$ cat config.mk
export PLATFORM = sky130hd
export DESIGN_NAME = glitch_sweeper_flat
export DESIGN_NICKNAME = d
export VERILOG_FILES = /design/src/rtl/glitch_sweeper_pkg.sv /design/src/rtl/glitch_sweeper_if.sv /design/src/rtl/glitch_sweeper_cycle_timer.sv /design/src/rtl/glitch_sweeper.sv /design/src/flat_wrapper.sv
export SDC_FILE = /design/constraint.sdc
export NUM_CORES = 1
export LEC_CHECK = 0
export ABC_AREA = 1
export CORE_MARGIN = 4
export CORE_UTILIZATION = 48
export CTS_CLUSTER_SIZE = 20
export DETAILED_ROUTE_END_ITERATION = 7
export PLACE_DENSITY = 0.85
export SYNTH_ARGS = -nofsm -noshare
export SYNTH_HDL_FRONTEND = slang
export SYNTH_SLANG_ARGS = --single-unit
$ cat constraint.sdc
create_clock -name clk -period 3.7 [get_ports clk]
set_clock_uncertainty 0.1 [all_clocks]
set_input_delay 0.37 -clock clk [delete_from_list [all_inputs] [get_ports clk]]
set_output_delay 0.37 -clock clk [all_outputs]
set_load 0.05 [all_outputs]
$ cat src/rtl/glitch_sweeper_pkg.sv
// glitch_pkg: shared FSM encoding, default widths and wait lengths for the glitch sweeper
package glitch_pkg;
  localparam int DEF_W = 32;
  localparam int DEF_RESET_CYCLES = 1000;
  localparam int DEF_GLITCH_TIMEOUT = 1 << 24;
  localparam int DEF_SETTLE_CYCLES = 100000;
  localparam int TW = 32;
  typedef enum logic [2:0] {
    S_IDLE,
    S_RESET,
    S_ARM,
    S_WAIT_GLITCH,
    S_SETTLE,
    S_NEXT,
    S_DONE
  } state_t;
endpackage

$ cat src/rtl/glitch_sweeper_if.sv
// glitch_sweeper_if: control, sweep bounds, target handshake and status of the glitch sweeper
interface glitch_sweeper_if
  import glitch_pkg::*;
#(
  parameter int W = DEF_W
);
  logic start;
  logic abort;
  logic [W-1:0] ofs_start;
  logic [W-1:0] ofs_stop;
  logic [W-1:0] ofs_step;
  logic [W-1:0] dur_start;
  logic [W-1:0] dur_stop;
  logic [W-1:0] dur_step;
  logic glitch_n;
  logic success;
  logic target_reset;
  logic start_offset_counter;
  logic [W-1:0] offset;
  logic [W-1:0] duration;
  logic busy;
  logic sweep_done;
  logic hit;
  logic [W-1:0] hit_offset;
  logic [W-1:0] hit_duration;
  logic [31:0] attempt_count;
  modport master (
    output start, abort, ofs_start, ofs_stop, ofs_step, dur_start, dur_stop, dur_step,
    output glitch_n, success,
    input target_reset, start_offset_counter, offset, duration, busy, sweep_done,
    input hit, hit_offset, hit_duration, attempt_count
  );
  modport slave (
    input start, abort, ofs_start, ofs_stop, ofs_step, dur_start, dur_stop, dur_step,
    input glitch_n, success,
    output target_reset, start_offset_counter, offset, duration, busy, sweep_done,
    output hit, hit_offset, hit_duration, attempt_count
  );
endinterface

$ cat src/rtl/glitch_sweeper_cycle_timer.sv
// cycle_timer: loadable down-counter that flags expiry when it reaches zero
module cycle_timer
  import glitch_pkg::*;
(
  input  logic          clk,
  input  logic          rst,
  input  logic          load,
  input  logic [TW-1:0] val,
  output logic          expired
);
  logic [TW-1:0] cnt;
  always_ff @(posedge clk) begin
    if (rst) cnt <= '0;
    else if (load) cnt <= val;
    else if (cnt != '0) cnt <= cnt - TW'(1);
  end
  assign expired = cnt == '0;
endmodule

$ cat src/rtl/glitch_sweeper.sv
// glitch_sweeper: sweeps offset x duration glitch attempts, resetting and arming the target each time
module glitch_sweeper
  import glitch_pkg::*;
#(
  parameter int W = DEF_W,
  parameter int RESET_CYCLES = DEF_RESET_CYCLES,
  parameter int GLITCH_TIMEOUT = DEF_GLITCH_TIMEOUT,
  parameter int SETTLE_CYCLES = DEF_SETTLE_CYCLES
) (
  input logic clk,
  input logic rst,
  glitch_sweeper_if.slave bus
);
  state_t state, state_n;
  logic [W-1:0] ofs_start_l, ofs_stop_l, ofs_step_l, dur_start_l, dur_stop_l, dur_step_l;
  logic [W-1:0] offset_r, duration_r, hit_offset_r, hit_duration_r;
  logic [31:0] attempt_count_r;
  logic hit_r, seen_low, t_load, t_exp, ofs_over, dur_over, glitch_seen;
  logic [TW-1:0] t_val;
  cycle_timer u_timer (
    .clk(clk),
    .rst(rst),
    .load(t_load),
    .val(t_val),
    .expired(t_exp)
  );
  // compare at W+1 bits so a step past the top of the range cannot wrap back in
  assign ofs_over = ofs_step_l == '0 || ({1'b0, offset_r} + {1'b0, ofs_step_l}) > {1'b0, ofs_stop_l};
  assign dur_over = dur_step_l == '0 || ({1'b0, duration_r} + {1'b0, dur_step_l}) > {1'b0, dur_stop_l};
  assign glitch_seen = seen_low && bus.glitch_n;
  always_ff @(posedge clk) begin
    if (rst) state <= S_IDLE;
    else state <= state_n;
  end
  always_comb begin
    state_n = state;
    t_load = 1'b0;
    t_val = '0;
    case (state)
      S_IDLE: if (bus.start) begin
        state_n = S_RESET;
        t_load = 1'b1;
        t_val = TW'(RESET_CYCLES - 1);
      end
      S_RESET: state_n = t_exp ? S_ARM : S_RESET;
      S_ARM: begin
        state_n = S_WAIT_GLITCH;
        t_load = 1'b1;
        t_val = TW'(GLITCH_TIMEOUT - 1);
      end
      S_WAIT_GLITCH: if (glitch_seen) begin
        state_n = S_SETTLE;
        t_load = 1'b1;
        t_val = TW'(SETTLE_CYCLES - 1);
      end else if (t_exp) state_n = S_NEXT;
      S_SETTLE: state_n = bus.success ? S_DONE : t_exp ? S_NEXT : S_SETTLE;
      S_NEXT: if (ofs_over && dur_over) state_n = S_DONE;
      else begin
        state_n = S_RESET;
        t_load = 1'b1;
        t_val = TW'(RESET_CYCLES - 1);
      end
      S_DONE: state_n = S_IDLE;
      default: state_n = S_IDLE;
    endcase
    if (bus.abort && state != S_IDLE) begin
      state_n = S_IDLE;
      t_load = 1'b0;
    end
  end
  always_ff @(posedge clk) begin
    if (rst) begin
      {ofs_start_l, ofs_stop_l, ofs_step_l, dur_start_l, dur_stop_l, dur_step_l} <= '0;
      {offset_r, duration_r, hit_offset_r, hit_duration_r} <= '0;
      attempt_count_r <= '0;
      hit_r <= 1'b0;
      seen_low <= 1'b0;
    end else begin
      if (state == S_IDLE && bus.start) begin
        ofs_start_l <= bus.ofs_start;
        ofs_stop_l <= bus.ofs_stop;
        ofs_step_l <= bus.ofs_step;
        dur_start_l <= bus.dur_start;
        dur_stop_l <= bus.dur_stop;
        dur_step_l <= bus.dur_step;
        offset_r <= bus.ofs_start;
        duration_r <= bus.dur_start;
        attempt_count_r <= '0;
        hit_r <= 1'b0;
      end
      if (state == S_ARM) seen_low <= 1'b0;
      else if (state == S_WAIT_GLITCH && !bus.glitch_n) seen_low <= 1'b1;
      if (!bus.abort && state == S_SETTLE && bus.success) begin
        hit_r <= 1'b1;
        hit_offset_r <= offset_r;
        hit_duration_r <= duration_r;
      end
      if (!bus.abort && state == S_NEXT) begin
        attempt_count_r <= attempt_count_r + 32'(attempt_count_r != '1);
        offset_r <= ofs_over ? ofs_start_l : offset_r + ofs_step_l;
        if (ofs_over && !dur_over) duration_r <= duration_r + dur_step_l;
      end
    end
  end
  assign bus.target_reset = state == S_RESET;
  assign bus.start_offset_counter = state == S_ARM;
  assign bus.busy = state != S_IDLE;
  assign bus.sweep_done = state == S_DONE;
  assign bus.offset = offset_r;
  assign bus.duration = duration_r;
  assign bus.hit = hit_r;
  assign bus.hit_offset = hit_offset_r;
  assign bus.hit_duration = hit_duration_r;
  assign bus.attempt_count = attempt_count_r;
endmodule

$ cat src/flat_wrapper.sv
// flat-port wrapper written by rule: the top's interface ports become plain ports
module glitch_sweeper_flat import glitch_pkg::*;
#(
  parameter int W = DEF_W,
  parameter int RESET_CYCLES = DEF_RESET_CYCLES,
  parameter int GLITCH_TIMEOUT = DEF_GLITCH_TIMEOUT,
  parameter int SETTLE_CYCLES = DEF_SETTLE_CYCLES
)
  (clk, rst, bus_start, bus_abort, bus_ofs_start, bus_ofs_stop, bus_ofs_step, bus_dur_start, bus_dur_stop, bus_dur_step, bus_glitch_n, bus_success, bus_target_reset, bus_start_offset_counter, bus_offset, bus_duration, bus_busy, bus_sweep_done, bus_hit, bus_hit_offset, bus_hit_duration, bus_attempt_count);
  glitch_sweeper_if #(.W(W)) bus_i ();
  input logic clk;
  input logic rst;
  input wire logic [$bits(bus_i.start)-1:0] bus_start;
  input wire logic [$bits(bus_i.abort)-1:0] bus_abort;
  input wire logic [$bits(bus_i.ofs_start)-1:0] bus_ofs_start;
  input wire logic [$bits(bus_i.ofs_stop)-1:0] bus_ofs_stop;
  input wire logic [$bits(bus_i.ofs_step)-1:0] bus_ofs_step;
  input wire logic [$bits(bus_i.dur_start)-1:0] bus_dur_start;
  input wire logic [$bits(bus_i.dur_stop)-1:0] bus_dur_stop;
  input wire logic [$bits(bus_i.dur_step)-1:0] bus_dur_step;
  input wire logic [$bits(bus_i.glitch_n)-1:0] bus_glitch_n;
  input wire logic [$bits(bus_i.success)-1:0] bus_success;
  output wire logic [$bits(bus_i.target_reset)-1:0] bus_target_reset;
  output wire logic [$bits(bus_i.start_offset_counter)-1:0] bus_start_offset_counter;
  output wire logic [$bits(bus_i.offset)-1:0] bus_offset;
  output wire logic [$bits(bus_i.duration)-1:0] bus_duration;
  output wire logic [$bits(bus_i.busy)-1:0] bus_busy;
  output wire logic [$bits(bus_i.sweep_done)-1:0] bus_sweep_done;
  output wire logic [$bits(bus_i.hit)-1:0] bus_hit;
  output wire logic [$bits(bus_i.hit_offset)-1:0] bus_hit_offset;
  output wire logic [$bits(bus_i.hit_duration)-1:0] bus_hit_duration;
  output wire logic [$bits(bus_i.attempt_count)-1:0] bus_attempt_count;
  assign bus_i.start = bus_start;
  assign bus_i.abort = bus_abort;
  assign bus_i.ofs_start = bus_ofs_start;
  assign bus_i.ofs_stop = bus_ofs_stop;
  assign bus_i.ofs_step = bus_ofs_step;
  assign bus_i.dur_start = bus_dur_start;
  assign bus_i.dur_stop = bus_dur_stop;
  assign bus_i.dur_step = bus_dur_step;
  assign bus_i.glitch_n = bus_glitch_n;
  assign bus_i.success = bus_success;
  assign bus_target_reset = bus_i.target_reset;
  assign bus_start_offset_counter = bus_i.start_offset_counter;
  assign bus_offset = bus_i.offset;
  assign bus_duration = bus_i.duration;
  assign bus_busy = bus_i.busy;
  assign bus_sweep_done = bus_i.sweep_done;
  assign bus_hit = bus_i.hit;
  assign bus_hit_offset = bus_i.hit_offset;
  assign bus_hit_duration = bus_i.hit_duration;
  assign bus_attempt_count = bus_i.attempt_count;
  glitch_sweeper #(.W(W), .RESET_CYCLES(RESET_CYCLES), .GLITCH_TIMEOUT(GLITCH_TIMEOUT), .SETTLE_CYCLES(SETTLE_CYCLES)) u_core (.clk(clk), .rst(rst), .bus(bus_i));
endmodule
* Yosys cells after proc, flatten, opt, wreduce, memory -nomap -nowiden *
Index checks and enable logic that the tools add are counted.

word-level totals
  register bits = 357
  logic and storage cells = 86
  bits of input ports = 198
  output and inout bits = 165

operators by class
  equal/unequal tests = 9
  magnitude comparators = 2
  $add $sub $neg = 6
  reductions and logical operators = 26
  mux-type cells = 29

operators by type and width
  kind                   number
  $mux 32                10
  $pmux 32 s4            1
  $logic_not 32->1       3
  $add 32x32->33         2
  $gt 33x32->1           2
  $add 32x32->32         2
  $add 32x1->32          1
  $ne 32x32->1 const B   1
  $reduce_bool 32->1     1
  $sub 32x1->32 const B  1
  $mux 10                2
  $pmux 3 s6             1
  $mux 17                1
  $mux 3                 5
  $eq 3x3->1 const B     3
  $logic_and 1x1->1      9
  $mux 1                 7
  $eq 3x2->1 const B     2
  $reduce_bool 2->1      3
  $pmux 1 s4             1
  $reduce_or 2->1        2
  $eq 3x1->1 const B     1
  $logic_not 1->1        3
  $logic_not 3->1        1
  other kinds (6)        7

* Depth between registers and ports, before layout *
  word-level depth = 8
  gate-level depth with buffers = 35
  depth with buffers taken out = 34

* By module *
From an unflattened synthesis, not the netlist that was laid out.

unflattened totals
  cell total of the unflattened synthesis = 3015
  area, all modules = 20410.8 µm²

modules (own cells, without submodules)
  module          seq. area each (µm²)  cells an instance  instances  area an instance (µm²)
  glitch_sweeper  6506.2                2650               1          18218.7
  cycle_timer     640.6                 365                1          2192.1

* Worst setup path before layout *
OpenSTA, ideal clock, no wires.

  path kind = reg-to-reg
  start point = register u_core.offset_r[0], in the netlist u_core.bus.offset[0]
  end point = register u_core.offset_r[17], in the netlist u_core.bus.offset[17]
  path slack = -0.465 ns
  clock period less this slack = 4.165 ns
  cell stages (with the launch flop) = 29
  arrival time = 3.933 ns
  buffers on the path = 1
  setup time = 0.132 ns
  path through = dfxtp_1 > ha_1 > fa_1 > nand3_1 > nand2_1 > a21oi_2 > o21bai_2 > a21oi_1 > o21ai_0 > a21oi_1 > xnor2_1 > ha_1 > nand2_1 > inv_1 > o21ai_0 > nand2_1 > a31oi_1 > nand2_1 > nand2_1 > nand2_1 > nand2_1 > nand2_1 > nand2_1 > nand2_2 > nor2_2 > inv_2 > buf_2 > o21bai_1 > a21oi_1

between the ends
  cells in the longest elaborated chain, start to end = 5

RTL lines
  element                 RTL line               text
  start, declared         glitch_sweeper.sv:16   logic [W-1:0] offset_r, duration_r, hit_offset_r, hit_duration_r;
  start signal, assigned  glitch_sweeper.sv:86   offset_r <= bus.ofs_start;
  start signal, assigned  glitch_sweeper.sv:100  offset_r <= ofs_over ? ofs_start_l : offset_r + ofs_step_l;
  $add 32x32->33          glitch_sweeper.sv:28   assign ofs_over = ofs_step_l == '0 || ({1'b0, offset_r} + {1'b0, ofs_step_l}) > {1'b0, ofs_stop_l};
  $gt 33x32->1            glitch_sweeper.sv:28
  $logic_or 1x1->1        glitch_sweeper.sv:28
  $mux 32 *               glitch_sweeper.sv:100
  $mux 32 *               glitch_sweeper.sv:98   if (!bus.abort && state == S_NEXT) begin

Every way passes the cells marked *; elsewhere a longest branch is shown, timed or not.
A chain may end at the register's enable or synchronous reset.

* Worst setup path in the final report *
  start point = register u_core.duration_r[0], in the netlist u_core.bus.duration[0]
  end point = register u_core.duration_r[13], in the netlist u_core.bus.duration[13]

between the ends
  cells in the longest elaborated chain, start to end = 7

RTL lines
  element                 RTL line               text
  start, declared         glitch_sweeper.sv:16
  start signal, assigned  glitch_sweeper.sv:87   duration_r <= bus.dur_start;
  start signal, assigned  glitch_sweeper.sv:101  if (ofs_over && !dur_over) duration_r <= duration_r + dur_step_l;
  $add 32x32->33          glitch_sweeper.sv:29   assign dur_over = dur_step_l == '0 || ({1'b0, duration_r} + {1'b0, dur_step_l}) > {1'b0, dur_stop_l};
  $gt 33x32->1            glitch_sweeper.sv:29
  $logic_or 1x1->1        glitch_sweeper.sv:29
  $logic_not 1->1         glitch_sweeper.sv:101
  $logic_and 1x1->1       glitch_sweeper.sv:101
  $mux 32 *               glitch_sweeper.sv:101
  $mux 32 *               glitch_sweeper.sv:98

Marks and branches as above.

==> impl_results.md <==
- Status: complete, but fails checks
- Violations in the final reports: setup timing
- Clk buf depth: 3
- Root buf cell: clkbuf_16
- Top-count cell post-synth: nand2_1
- Placer congestion estimate: between 1 and 1.5
- Buffers on Ports: 362
- Worst-path clk slew: 0.07 ns
- Number of buffers added by the clock tree synthesis step: 38
- DIE AREA: 43720 µm²
- Worst setup SP type: flop
- Number of nets in the final layout: 3642
- Number of library cell types mapped by synthesis: 54
- Total nets after synthesis: 3026
- X dimension of the die: around 210 µm
- Final standard cell area without fillers: between 20000 and 30000 µm²
- Gate count of the mapped netlist: between 2000 and 3000
- CP max-delay cell: dfxtp_4
- Mapped cell area: about 19000 µm²
- Clock latency at the later pin of the worst-skew pair: approximately 0.57 ns
- Critical path endpoint category: flop
- Total number of vias: approximately 21000
- Number of enable-type register cells in the synthesized netlist: 0
- Unrepaired setup endpoints after global routing: yes
- Pins over their slew limit: 0
- Initial cell density of the core: 0.4874
- Warning count from the yosys run: 0
- Max-slew headroom at the worst pin: 0.05697
- Number of global-route vias before repair: between 20000 and 25000
- Static Leak: ~0.012 µW
- Antenna violations before repair: 2
- Detailed Place HPWL: 51410 µm
- DRC marker count from the first detailed-route iteration: about 1800
- Largest voltage drop on the vdd net: 401.5 µV
- Asr flop ratio synth: 0
- Average size of a mapped cell: 7.202 µm²
- Die Span Y: ~210 µm
- Wire length after detailed routing: 71960 µm
- Final min period: about 4.3 ns
- Fin cells: 3867
- Number of top-level design ports: between 300 and 400
- Critical path required time: ~4.0 ns
- Total count of hold-check failures in the final report: 0
- Most used cell along the critical path: nand2_2
- Worst Max-Slew Pin Slew: roughly 1.4 ns
- Total routing usage reported by global routing: 0.3067
- Worst Slack Setup Final: -0.5525 ns
- Slowest Stage Delay on Critical Path: 0.35 ns
- Flip-flop cell with the highest count after synthesis: dfxtp_1
- Final setup vio count: between 90 and 100
- Placed standard-cell area: approximately 26000 µm²
- Kind of critical path: flop to flop
- Wire length of the first global-routing pass: 110900 µm
- Min Hold Slack: a little over 0.2 ns
- Synth-to-layout area growth: 47.47%
- Max-Cap Viols: 0
- Floorplan Core Area: approximately 40000 µm²
- Post-route antenna net violation count: 0
- CTS H-tree lvls: 2
- Post-CTS Hold Fix Bufs: 0
- Clock tree from TritonCTS: done
- Drt first pass iters: 6
- Share of the synthesized area in the top cell type: 0.3682
- Pin count of the biggest net entering global routing: between 100 and 150
- Top cells by count, synth: 496 x nand2_1, 380 x a21oi_1, 357 x dfxtp_1
- Power per cell area: between 400 and 500 nW/µm²
- Sink count of the clock tree: roughly 360
- Sequential element share of the synthesized area: 0.3682
- Cell count after placement: 3749
- Fraction of layout cells with a size suffix above 1: 0.2039
- Cell type with the largest total area after synthesis: dfxtp_1
- HP Class: input pin to flop
- Final period utilization: 1.149
- Maximum clock frequency: 235.2 MHz
- Drt wl/cell: between 15 and 20 µm
- Number of synthesized register bits: about 360
- Vias per cell: roughly 5.5
- Endpoint arrival time on the critical path: between 4 and 5 ns
- Placement row count: between 70 and 80
- Remaining DRCs: 0
- Max FO, Critical Path: 6
- Overflow left after global routing: 0
- Main area contributors after synthesis: dfxtp_1 37%, a21oi_1 9.8%, nand2_1 9.6%
[final timing paths]
path         slack, ns                                endpoint                                    from  depth (start not counted)
max reg2reg      -0.55      u_core.bus.duration[13]$_SDFF_PP0_       u_core.bus.duration[0]$_SDFF_PP0_                         26
min reg2reg       0.35  u_core.bus.hit_offset[21]$_SDFFE_PP0P_  u_core.bus.hit_offset[21]$_SDFFE_PP0P_                          2
max              -0.55      u_core.bus.duration[13]$_SDFF_PP0_       u_core.bus.duration[0]$_SDFF_PP0_                         26
min               0.21       u_core.bus.duration[3]$_SDFF_PP0_                                     rst                          2
[sequential cells by signal, summed over array words and instances, names as in the netlist]
signal,flops
u_core.dur_stop_l,32
u_core.ofs_stop_l,32
u_core.bus.offset,32
u_core.state,3
u_core.bus.hit_duration,32
u_core.ofs_start_l,32
u_core.bus.hit,1
u_core.seen_low,1
u_core.dur_step_l,32
u_core.bus.attempt_count,32
u_core.ofs_step_l,32
u_core.bus.duration,32
u_core.bus.hit_offset,32
u_core.u_timer.cnt,32
[critical path: cells and delay by family, from the launching register on]
kind	cells	cell delay, ns
compound gates	3	0.38
xor+xnor	1	0.16
fa+ha+maj	3	0.82
buf+inv	4	0.58
flops	1	0.35
simple gates	15	1.69
[cells in the final DEF, fill, tap and decap left out, types with 18 or more instances in the layout]
master	count
nand2_1	465
o21ai_0	233
inv_1	301
dfxtp_2	21
nor2_1	196
nand2_2	34
a21oi_2	43
nand3_2	19
nor2_2	18
ha_1	115
dfxtp_1	333
buf_4	293
xor2_1	45
clkbuf_16	44
nor2_4	21
nand4_1	31
nor3_1	24
a21oi_1	338
nand3_1	43
xnor2_1	26
clkdlybuf4s50_1	361
[per-stage QoR]
step                TNS, ns  setup slack, ns    util  total power (µW)
floorplan            -6.418          -0.1463       -              6802
global placement     -43.13          -0.5510  0.6425              8449
detailed placement   -46.36          -0.5637  0.6425              8541
CTS                  -28.56          -0.3893  0.6981             12860
global route         -66.76          -0.7865  0.7187             13780
finish               -42.70          -0.5525  0.7187             13170
[layout make-up]
type	count	area, µm²
multi-input combinational	1911	11890
inverter	316	1214
sequential	357	7184
fill	3002	11200
timing repair inverter	2	17.52
clock buffer	55	1159
timing repair buffer	685	6356
clock inverter	14	136.4
tap	525	656.9
antenna	2	5.005
[power by group]
group          internal, µW  leakage [µW]  switching [µW]
Clock                  2330      0.000639            1670
Sequential             4160       0.00294             237
Combinational          2030       0.00880            2740
Total                  8520        0.0124            4650
[cell families after synthesis]
group / count (synthesis) / synth area share
AO/OA/AOI/OAI: 764 / 0.2138
XOR/XNOR: 88 / 0.03971
adder cells (fa/ha/maj): 133 / 0.08651
buffers and inverters: 431 / 0.08516
flip-flops: 357 / 0.3682
multiplexers: 13 / 0.006704
AND/OR/NAND/NOR: 909 / 0.1998
[routing by layer]
metal / global-route usage / routed length (µm) / up-vias
met2: 0.5443 / 35320 / 1007
met4: 0.1136 / 2882 / 0
li1: - / - / 10200
met3: 0.05690 / 5467 / 199
met1: 0.3701 / 28290 / 10040
met5: 0 / 0 / -
[repair_timing]
| action | in CTS | in global routing |
|---|---|---|
| pin swaps | 45 | 29 |
| gates resized for setup | 141 | 158 |
| cloned | 9 | 4 |
| endpoints found under the setup margin | 99 | 99 |
| buffers inserted | 24 | 16 |
Power figures use the tool's default switching activity.
